File: src/rtl/instr_fetch.sv
// ---------------------------------------------------------------------------
// instr_fetch -- fetch stage feeding the decode stage.
//
// Owns the program counter and fetches one word at a time from instruction
// memory over a req/ack handshake. At most one request is outstanding. A
// one-entry hold buffer keeps a response that arrives while decode is frozen.
//
// Ports:
//   CLK                 sole clock, all state changes on its rising edge
//   RESET               synchronous active-high reset
//   Alt_PC              redirect target from decode (low two bits ignored)
//   Request_Alt_PC      redirect strobe from decode
//   WANT_FREEZE         decode stall: hold outputs, do not advance
//   IMEM_Addr           fetch address (always the PC register)
//   IMEM_Req            fetch request
//   IMEM_Ack            one-cycle response strobe
//   IMEM_Data           fetched word, valid with IMEM_Ack
//   Instr1_OUT          instruction to decode (NOP_INSTR on a bubble)
//   Instr_PC_OUT        PC of Instr1_OUT
//   Instr_PC_Plus4_OUT  Instr_PC_OUT + 4
//   Instr_Valid_OUT     Instr1_OUT carries a real instruction
//
// Optional feature, macro FETCH_PERF_CNT_EN:
//   Fetch_Count         acks whose data was delivered or buffered
//   Squash_Count        discarded acks plus redirects that drop a full buffer
// ---------------------------------------------------------------------------
module instr_fetch #(
    parameter logic [31:0] RESET_PC  = 32'h0040_0000,
    parameter logic [31:0] NOP_INSTR = 32'h0000_0000
) (
    input  logic        CLK,
    input  logic        RESET,
    input  logic [31:0] Alt_PC,
    input  logic        Request_Alt_PC,
    input  logic        WANT_FREEZE,
    output logic [31:0] IMEM_Addr,
    output logic        IMEM_Req,
    input  logic        IMEM_Ack,
    input  logic [31:0] IMEM_Data,
    output logic [31:0] Instr1_OUT,
    output logic [31:0] Instr_PC_OUT,
    output logic [31:0] Instr_PC_Plus4_OUT,
    output logic        Instr_Valid_OUT
`ifdef FETCH_PERF_CNT_EN
    ,
    output logic [31:0] Fetch_Count,
    output logic [31:0] Squash_Count
`endif
);

    // ISSUE: request outstanding for pc_reg.
    // DRAIN: request outstanding whose response is thrown away; the target
    //        waits in redirect_pc_reg while IMEM_Addr keeps the stale PC.
    // FULL : hold buffer occupied, no request.
    typedef enum logic [1:0] {
        ST_ISSUE = 2'd0,
        ST_DRAIN = 2'd1,
        ST_FULL  = 2'd2
    } state_t;

    state_t      state_reg;
    logic [31:0] pc_reg;
    logic [31:0] redirect_pc_reg;
    logic [31:0] buf_instr_reg;
    logic [31:0] buf_pc_reg;
    logic [31:0] instr_reg;
    logic [31:0] instr_pc_reg;
    logic [31:0] instr_pc_plus4_reg;
    logic        instr_valid_reg;

    logic [31:0] alt_aligned;
    logic [31:0] pc_plus4;
    logic        unused_alt_bits;

    assign alt_aligned     = {Alt_PC[31:2], 2'b00};
    assign unused_alt_bits = ^Alt_PC[1:0];
    assign pc_plus4        = pc_reg + 32'd4;

    assign IMEM_Addr = pc_reg;
    // Request is dropped while reset is held so an in-flight fetch is
    // abandoned cleanly, and while the hold buffer is occupied.
    assign IMEM_Req  = !RESET && (state_reg != ST_FULL);

    assign Instr1_OUT         = instr_reg;
    assign Instr_PC_OUT       = instr_pc_reg;
    assign Instr_PC_Plus4_OUT = instr_pc_plus4_reg;
    assign Instr_Valid_OUT    = instr_valid_reg;

    always_ff @(posedge CLK) begin
        if (RESET) begin
            state_reg          <= ST_ISSUE;
            pc_reg             <= RESET_PC;
            redirect_pc_reg    <= RESET_PC;
            buf_instr_reg      <= NOP_INSTR;
            buf_pc_reg         <= 32'd0;
            instr_reg          <= NOP_INSTR;
            instr_pc_reg       <= 32'd0;
            instr_pc_plus4_reg <= 32'd0;
            instr_valid_reg    <= 1'b0;
        end else begin
            // Bubble unless frozen; a freeze always keeps the outputs as-is.
            // Branches below override this when an instruction is delivered.
            if (!WANT_FREEZE) begin
                instr_valid_reg <= 1'b0;
                instr_reg       <= NOP_INSTR;
            end
            case (state_reg)
                ST_ISSUE: begin
                    if (Request_Alt_PC) begin
                        if (IMEM_Ack) begin
                            pc_reg <= alt_aligned;
                        end else begin
                            redirect_pc_reg <= alt_aligned;
                            state_reg       <= ST_DRAIN;
                        end
                    end else if (WANT_FREEZE) begin
                        if (IMEM_Ack) begin
                            buf_instr_reg <= IMEM_Data;
                            buf_pc_reg    <= pc_reg;
                            pc_reg        <= pc_plus4;
                            state_reg     <= ST_FULL;
                        end
                    end else if (IMEM_Ack) begin
                        instr_reg          <= IMEM_Data;
                        instr_pc_reg       <= pc_reg;
                        instr_pc_plus4_reg <= pc_plus4;
                        instr_valid_reg    <= 1'b1;
                        pc_reg             <= pc_plus4;
                    end
                end
                ST_DRAIN: begin
                    // The stale response is never delivered. A redirect
                    // arriving together with it goes straight to the new
                    // target, otherwise the latest target is remembered.
                    if (IMEM_Ack) begin
                        pc_reg    <= Request_Alt_PC ? alt_aligned : redirect_pc_reg;
                        state_reg <= ST_ISSUE;
                    end else if (Request_Alt_PC) begin
                        redirect_pc_reg <= alt_aligned;
                    end
                end
                ST_FULL: begin
                    if (Request_Alt_PC) begin
                        pc_reg    <= alt_aligned;
                        state_reg <= ST_ISSUE;
                    end else if (!WANT_FREEZE) begin
                        instr_reg          <= buf_instr_reg;
                        instr_pc_reg       <= buf_pc_reg;
                        instr_pc_plus4_reg <= buf_pc_reg + 32'd4;
                        instr_valid_reg    <= 1'b1;
                        state_reg          <= ST_ISSUE;
                    end
                end
                default: begin
                    state_reg <= ST_ISSUE;
                end
            endcase
        end
    end

`ifdef FETCH_PERF_CNT_EN
    logic fetch_inc;
    logic squash_inc;

    assign fetch_inc  = (state_reg == ST_ISSUE) && IMEM_Ack && !Request_Alt_PC;
    assign squash_inc = ((state_reg == ST_ISSUE) && IMEM_Ack && Request_Alt_PC)
                     || ((state_reg == ST_DRAIN) && IMEM_Ack)
                     || ((state_reg == ST_FULL) && Request_Alt_PC);

    always_ff @(posedge CLK) begin
        if (RESET) begin
            Fetch_Count  <= 32'd0;
            Squash_Count <= 32'd0;
        end else begin
            if (fetch_inc) begin
                Fetch_Count <= Fetch_Count + 32'd1;
            end
            if (squash_inc) begin
                Squash_Count <= Squash_Count + 32'd1;
            end
        end
    end
`endif

endmodule

File: config.mk
export PLATFORM = sky130hd
export DESIGN_NAME = instr_fetch
export DESIGN_NICKNAME = d
export VERILOG_FILES = /design/src/rtl/instr_fetch.sv
export SDC_FILE = /design/constraint.sdc
export NUM_CORES = 1
export LEC_CHECK = 0
export ABC_AREA = 1
export CAP_MARGIN = 0
export CORE_MARGIN = 3
export CORE_UTILIZATION = 54
export DETAILED_ROUTE_END_ITERATION = 16
export PLACE_DENSITY = 0.81
export SYNTH_ARGS = -nofsm -noshare
export SYNTH_HDL_FRONTEND = slang
export SYNTH_SLANG_ARGS = --single-unit
File: constraint.sdc
create_clock -name CLK -period 3.8 [get_ports CLK]
set_input_delay 0.95 -clock CLK [delete_from_list [all_inputs] [get_ports CLK]]
set_output_delay 0.95 -clock CLK [all_outputs]
set_load 0.005 [all_outputs]
==> results.cfg <==
[run_status]
status = complete, no violations

[setup_path]
cp-end-kind = output port
slowest_delay_ns = 0.57
worst_path_max_delay_cell = clkdlybuf4s50_1
setup.worst_path.class = reg -> out
cp.arrival_ns = 2.00
r2r_cells = 9
worstPathCellList = inv_1, ha_2, nor2_1, clkdlybuf4s50_1
cp_data_required_time_ns = 2.85
cp-start-kind = flip-flop
critPathMaxFanout = 4

[grt]
overflow = 0
grt_max_degree = 110
antenna_found_initial = 0
globalRouteTotalUtil = 0.291
grt_pass1_wl_mm = 54.6
first_global_vias = 10900

[cts]
root_buffer = clkbuf_16
numCtsBuffers = 25
clock_latency_ns = 0.53
post-cts-setup-buffers = 0
cts_sinks = 225
post_cts_resized = 0
hold_buffers = 0
clk_pin_slew_ns = 0.06
htreeDepth = 1
clock_path_buffers = 3
cts_tree = done

[detailed_routing]
dr.pass1.iters = 8
wl_met3_mm = 3.68
routed_wl_mm = 34.7
dr_total_vias = 12200
antenna_left = 0
m1WireLength_mm = 14.9
vias_per_cell = 5.70
drc_errors = 0
top_layer = met4
first_iter_violations = 1629
wl_per_cell_um = 16.1
met2_wirelength_mm = 15.1

[cells_and_area]
drive_gt1_frac = 0.0543
utilization = 0.695
stdcell_area_um2 = 14200
fin_cells = 2148
antenna_cells = 0
finalNetCount = 1934
area_delta_synth_final_pct = 25.0

[floorplanning]
die_w_um = 151
die-area_um2 = 22900
num_io_pins = 199
fp.coreArea_um2 = 20500
initial_core_util = 0.556
die_h_um = 151
rows = 52

[flow_run]
cap_viol_max_count = 0

[worst_hold_path]
worstHoldPathCells = 2
hp-class = reg -> reg

[synth]
synth_top_cell_area_share = 0.396
async_reset_ff_frac = 0
synth_ff_type = dfxtp_1
synth_nets = 1806
yosysMostFrequentCell = nand2_1
yosysWarnings = 0
synth_edf_count = 0
synth_top_area_cell = dfxtp_1
syn_area_um2 = 11400
synth.distinct_cells = 37
ys_seq_elements = 225
ys_seq_area_frac = 0.396
synth.avg_cell_area_um2 = 6.57
syn_inst = 1732
synthTopCellsByArea = dfxtp_1 (40%), nand2_1 (17%), a21oi_1 (9.6%)
synth_top_cells_by_count = nand2_1 (523), dfxtp_1 (225), a21oi_1 (218)

[power]
power.density_nw_per_um2 = 558
power_mw = 7.94
p_leak_nw = 5.28
ir_drop_v = 0.000380

[timing]
layout_setup_ws_ns = 0.853
slew_headroom = 0.501
worst_pin_slew_ns = 0.747
finClkSkew_ns = 0.0164
rsz0062_at_grt = false
period_needed_ns = 2.95
setup_violations = 0
max_clock_freq_mhz = 339
tns_ns = 0
fin_crit_sh = 0.776
hold-worst-slack_ns = 0.464
hold_viol = 0
slew_viol_final = 0

[place]
dpl-instance-area_um2 = 13400
dp_worst_setup_slack_ns = 0.709
port_buffers = 196
placed_cells = 2103
hpwl_mm = 23.6
gp_congestion = 0.918
## placed cells by master (no fill, tap or decap), types with 6 or more instances in the layout
| cell type | netlist | final |
|---|---|---|
| clkdlybuf4s50_1 | 0 | 194 |
| inv_1 | 81 | 78 |
| buf_4 | 11 | 18 |
| o21ai_0 | 178 | 178 |
| a21oi_1 | 218 | 218 |
| xor2_1 | 18 | 18 |
| o21ai_1 | 13 | 13 |
| nor2_2 | 10 | 10 |
| dfxtp_1 | 225 | 225 |
| nor2_1 | 165 | 165 |
| nand2_1 | 523 | 523 |
| o211ai_1 | 7 | 7 |
| inv_2 | 4 | 6 |
| a31oi_1 | 68 | 68 |
| clkbuf_16 | 0 | 25 |
| nand3_1 | 56 | 56 |
## kinds of logic (layout without fill, tap and decap cells)
family,after synthesis,after routing,share of synthesized area
compound gates,496,496,0.230
xor+xnor,23,23,0.0177
fa+ha+maj,5,5,0.00549
buf+inv,201,347,0.0746
flops,225,225,0.396
simple gates,782,782,0.277
## worst max-delay path: cells and delay by family (launching register included)
family	cells	cell delay (ns)
adders and majority gates	1	0.21
buffers and inverters	2	0.67
DFF	1	0.38
and+or+nand+nor	1	0.22
## path summary, 6_finish.rpt
check | startpoint | endpoint | slack (ns)
worst min-delay path | redirect_pc_reg[0] | redirect_pc_reg[0] | 0.46
worst max-delay path | state_reg[0] | IMEM_Req | 0.85
worst min register to register | redirect_pc_reg[0] | redirect_pc_reg[0] | 0.46
worst max register to register | state_reg[0] | Instr_PC_Plus4_OUT[7] | 1.20
## routing by layer
metal / vias to the layer above / GRT usage
li1: 5998 / -
met1: 5544 / 0.430
met2: 633 / 0.439
met3: 74 / 0.0395
met4: 0 / 0.0870
met5: - / 0
## cell type report
class	count	area, um^2
inverters	85	322
repair buffers	217	2150
clock inverters	15	219
well taps	270	338
multi-input cells	1306	6040
fillers	1775	6260
flip-flops and latches	225	4500
clock buffers	30	664
## report_power, final
part	total [mW]	internal, mW	leakage [nW]	switching (mW)
clock network	2.59	1.59	0.425	1.00
logic	2.22	0.911	3.01	1.31
registers	3.12	2.68	1.84	0.443
Note: power is estimated with default switching activity, not from simulation.
